### config.mk
export PLATFORM = sky130hd
export DESIGN_NAME = matrix_scan_driver
export DESIGN_NICKNAME = d
export VERILOG_FILES = /design/src/rtl/matrix_scan_driver.sv
export SDC_FILE = /design/constraint.sdc
export NUM_CORES = 1
export LEC_CHECK = 0
export CAP_MARGIN = 20
export CORE_UTILIZATION = 30
export CTS_CLUSTER_DIAMETER = 40
export DETAILED_ROUTE_END_ITERATION = 7
export PLACE_DENSITY = 0.56
export SLEW_MARGIN = 5
export SYNTH_ARGS = -nofsm -noshare
export SYNTH_HDL_FRONTEND = slang
export SYNTH_SLANG_ARGS = --single-unit
### constraint.sdc
create_clock -name clk -period 2.35 [get_ports clk]
set_input_delay 0.3525 -clock clk [delete_from_list [all_inputs] [get_ports clk]]
set_output_delay 0.3525 -clock clk [all_outputs]
set_load 0.02 [all_outputs]
### src/rtl/matrix_scan_driver.sv
// Row-scanning driver for a 5x5 bicolor matrix: double-buffered 50-bit frame,
// blank/drive row sequencing with dead time, registered active-low row grounds.
module matrix_scan_driver #(
  parameter int DWELL_CYCLES = 1000,
  parameter int BLANK_CYCLES = 4
) (
  input  logic        clk,
  input  logic        reset,
  input  logic [49:0] frame_in,
  input  logic        frame_load,
  input  logic        enable,
  output logic [4:0]  green,
  output logic [4:0]  red,
  output logic [4:0]  gnd,
  output logic [2:0]  row_idx,
  output logic        frame_start
);

  localparam int MAXC = (DWELL_CYCLES > BLANK_CYCLES) ? DWELL_CYCLES : BLANK_CYCLES;
  localparam int CW   = (MAXC > 1) ? $clog2(MAXC) : 1;
  localparam logic [CW-1:0] BLANK_LAST = CW'(BLANK_CYCLES - 1);
  localparam logic [CW-1:0] DWELL_LAST = CW'(DWELL_CYCLES - 1);

  typedef enum logic [1:0] {IDLE, BLANK, DRIVE} state_t;

  state_t        state_q, state_n;
  logic [CW-1:0] cnt_q, cnt_n;
  logic [2:0]    row_q, row_n;
  logic [49:0]   shadow_q, active_q;
  logic          pending_q;
  logic          swap_now;
  logic [9:0]    row_slice;
  logic [4:0]    gnd_n, red_n, green_n;
  logic [2:0]    row_idx_n;
  logic          frame_start_n;

  assign row_slice = active_q[int'(row_q) * 10 +: 10];

  always_comb begin
    state_n  = state_q;
    cnt_n    = cnt_q;
    row_n    = row_q;
    swap_now = 1'b0;
    if (!enable) begin
      state_n = IDLE;
      cnt_n   = '0;
      row_n   = 3'd0;
    end else begin
      case (state_q)
        IDLE: begin
          state_n = BLANK;
          cnt_n   = '0;
          row_n   = 3'd0;
        end
        BLANK: begin
          if (cnt_q == BLANK_LAST) begin
            state_n  = DRIVE;
            cnt_n    = '0;
            swap_now = (row_q == 3'd0);
          end else begin
            cnt_n = cnt_q + 1'b1;
          end
        end
        DRIVE: begin
          if (cnt_q == DWELL_LAST) begin
            state_n = BLANK;
            cnt_n   = '0;
            row_n   = (row_q == 3'd4) ? 3'd0 : row_q + 3'd1;
          end else begin
            cnt_n = cnt_q + 1'b1;
          end
        end
        default: begin
          state_n = IDLE;
          cnt_n   = '0;
          row_n   = 3'd0;
        end
      endcase
    end
  end

  // Output registers follow the state one cycle later; disable blanks at once.
  always_comb begin
    gnd_n         = 5'b11111;
    red_n         = 5'b00000;
    green_n       = 5'b00000;
    frame_start_n = 1'b0;
    row_idx_n     = enable ? row_q : 3'd0;
    if (enable && state_q == DRIVE) begin
      gnd_n = ~(5'b00001 << row_q);
      for (int c = 0; c < 5; c++) begin
        green_n[c] = row_slice[2*c];
        red_n[c]   = row_slice[2*c+1];
      end
      frame_start_n = (row_q == 3'd0) && (cnt_q == '0);
    end
  end

  always_ff @(posedge clk) begin
    if (reset) begin
      state_q     <= IDLE;
      cnt_q       <= '0;
      row_q       <= 3'd0;
      shadow_q    <= '0;
      active_q    <= '0;
      pending_q   <= 1'b0;
      gnd         <= 5'b11111;
      red         <= 5'b00000;
      green       <= 5'b00000;
      row_idx     <= 3'd0;
      frame_start <= 1'b0;
    end else begin
      state_q     <= state_n;
      cnt_q       <= cnt_n;
      row_q       <= row_n;
      gnd         <= gnd_n;
      red         <= red_n;
      green       <= green_n;
      row_idx     <= row_idx_n;
      frame_start <= frame_start_n;
      if (frame_load) begin
        shadow_q  <= frame_in;
        pending_q <= 1'b1;
      end
      // A load landing on the swap cycle goes straight to the active buffer.
      if (swap_now) begin
        pending_q <= 1'b0;
        if (frame_load)
          active_q <= frame_in;
        else if (pending_q)
          active_q <= shadow_q;
      end
    end
  end

endmodule

==> impl_results.md <==
* Crit path largest cell delay at 0.38 ns
* Critical Setup Path Class: reg2reg
* Ant diodes at 0
* Synthesized area at 0.00536 mm²
* CTS hold repair buffers at 0
* Clk Latency, worst-skew pair at 0.41 ns
* TNS Setup at 0 ns
* Post-route DRC at 0
* Clk buf depth at 2
* GRT Util Overall at 13.7%
* Distinct cells, synth at 38
* Switching share of power at 20.0%
* Core Area at 0.0174 mm²
* Initial Utilization at 30.9%
* CTS H-tree depth at 4
* CTS tree: yes
* Fmax at 505 MHz
* Hold crit path type: in2reg
* CP required at ~2.7 ns
* Die W at ~140 µm
* Period minus WS final at 1.98 ns
* Comb power frac at ~5.0%
* Post-placement cell count at around 760
* Arrival time at the worst endpoint at 2.28 ns
* Slew Limit Headroom at 63.7%
* First-pass GRT wire length at 18,700 µm
* Gp weighted congestion at 0.809
* CP Max Fanout at 50
* Hpwl dp at 8310 µm
* Layout cells sized above 1 at 18.8%
* Status: finished clean
* Post-synthesis register bit count at 135
* Initial DRC count at 182
* Final worst setup slack at 0.369 ns
* Vias/cell at between 4 and 5
* Worst Tran Pin Value at between 0.5 and 0.6 ns
* Post-synth EDFFs at 0
* Pwr Total at about 5.4 mW
* RSZ-0062 raised after global routing: no
* Total number of vias at 3,492
* Root Buffer Master: clkbuf_16
* Routed WL per cell at 14.6 µm
* Post-Syn Instances at around 470
* Fin nets at just over 600
* Sw Pwr at 1.08 mW
* Critical-path cell list: inv_1, ha_1, nand4_1, nor3_4, buf_12, mux2_2
* Average cell area after synthesis at 11.3 µm²
* CP bufs+invs at 2
* Post-route insts no fill at 788
* Clock share of power at 51.4%
* CP top delay family: simple AND/OR/NAND/NOR gates
* Die area at 0.0184 mm²
* I/O pins at 73
* Register area at ~0.0027 mm²
* Startpoint Class: register
* CTS Buf Count at 17
* Max cap viols at 0
* R2R setup slack at 0.37 ns
* Net Count, Synth at roughly 540
* Hold_ws at 0.375 ns
* CP max-delay cell: mux2_2
* Final setup fails at 0
* DRT antenna net count at 0
* Leakage dissipation at ~2.8 nW
* Congestion Overflow GR at 0
* VDD IR-drop max at 0.540 mV
* Row count at 48
* Vias in the first global route at 3,597
* Layout Utilization at about two fifths
* Synth warn at 0
* Final Hold Fails at 0
* Area of the multi-input gates at 0.00248 mm²
* Initial antenna violation count at 0
* P per Cell Area at 778 mW/mm²
* Post-synthesis sequential area ratio at 50.4%
* Sequential power share at roughly 44%
* Die height at 136 µm
* Synth Flop Type: dfxtp_1
* Internal power at 4.33 mW
* Final instance area at 0.00695 mm²
* Pin count of the biggest net entering global routing at 52
* CTS Sinks at 135
* Async S/R FF share, synth at 0%
* Port Buf Inserts at 72
* Final wirelength at 11,500 µm
* Clock-pin transition on the worst setup and hold timing paths at ~0.06 ns
* Post-place setup slack at 0.203 ns
* TritonRoute pass-1 iters at 4
* # fillers at 1,670
* Placed instance area at 0.00632 mm²
* Layout Skew at approximately 0.0055 ns
* CTS resizes at 0
* # Post-CTS Setup Buffers at 0
* Layout area overhead at 29.7%
* Worst Setup End Kind: register
* Max Slew Vio Count at 0
* Tcrit/Tclk final at 84.3%
## cell usage in the layout (no fill, tap or decap), types with 4 or more instances in the layout
cell type / n
nor2_1: 71
nor2b_1: 52
nor3_1: 5
mux2i_1: 50
nand3_1: 5
nand2_1: 6
clkdlybuf4s50_1: 70
mux4_2: 10
nand4_1: 4
ha_1: 11
buf_4: 9
xnor2_1: 6
mux2_2: 48
clkbuf_16: 17
a22o_1: 10
inv_1: 10
clkbuf_8: 6
dfxtp_1: 135
## worst min-delay path, stage by stage
cell and delay, ns:
buf_2 0.15, mux2i_1 0.16, nor2_1 0.07
## layout make-up
| type | instances | share of cell area (%) |
|---|---|---|
| multi-input cells | 303 | 35.7 |
| clock buffers | 26 | 7.47 |
| inverters | 10 | 0.540 |
| flip-flops and latches | 135 | 38.9 |
| well taps | 225 | 4.05 |
| repair buffers | 83 | 11.8 |
| clock inverters | 6 | 1.60 |
## layer usage
layer / global-route usage (%) / up-vias / wire, µm
li1: - / 1777 / -
met1: 17.7 / 1630 / 5680
met2: 20.7 / 69 / 5120
met3: 4.30 / 16 / 535
met4: 6.37 / 0 / 177
met5: 0 / - / 0
## final timing paths
path         startpoint           end  cells past startpoint
max          state_q[1]  active_q[48]                      6
min          frame_load  shadow_q[10]                      3
max reg2reg  state_q[1]  active_q[48]                      6
min reg2reg    cnt_q[0]      cnt_q[0]                      1
## registers in the layout, indices dropped and copies added, names as in the netlist
| register | count |
|---|---|
| row_q | 3 |
| pending_q | 1 |
| gnd | 5 |
| row_idx | 3 |
| state_q | 2 |
| shadow_q | 50 |
| cnt_q | 10 |
| frame_start | 1 |
| red | 5 |
| active_q | 50 |
| green | 5 |
## cells in the mapped netlist (6+ instances only)
cell / count / area [µm²]
dfxtp_1: 135 / 2700
nor2_1: 71 / 267
nor2b_1: 52 / 325
mux2i_1: 50 / 500
mux2_2: 48 / 541
ha_1: 11 / 138
a22o_1: 10 / 87.6
clkbuf_1: 10 / 37.5
inv_1: 10 / 37.5
mux4_2: 10 / 225
buf_2: 6 / 30.0
nand2_1: 6 / 22.5
xnor2_1: 6 / 52.6
## kinds of logic after synthesis
kind of cell / share of synthesized area [%]
multiplexers: 24.3
AND/OR/NAND/NOR: 14.5
flip-flops: 50.4
XOR/XNOR: 1.31
AO/OA/AOI/OAI: 3.69
buffers and inverters: 3.29
adder cells (fa/ha/maj): 2.57
## power by group through the flow
stage / Sequential, mW / Clock, mW / Combinational [mW]
after floorplan: 2.40 / 0 / 0.139
after global routing: 2.36 / 2.96 / 0.298
after CTS: 2.36 / 2.85 / 0.277
final: 2.36 / 2.78 / 0.271
after global placement: 2.41 / 0 / 0.270
after detailed placement: 2.41 / 0 / 0.276
(Power assumes the default switching activity.)
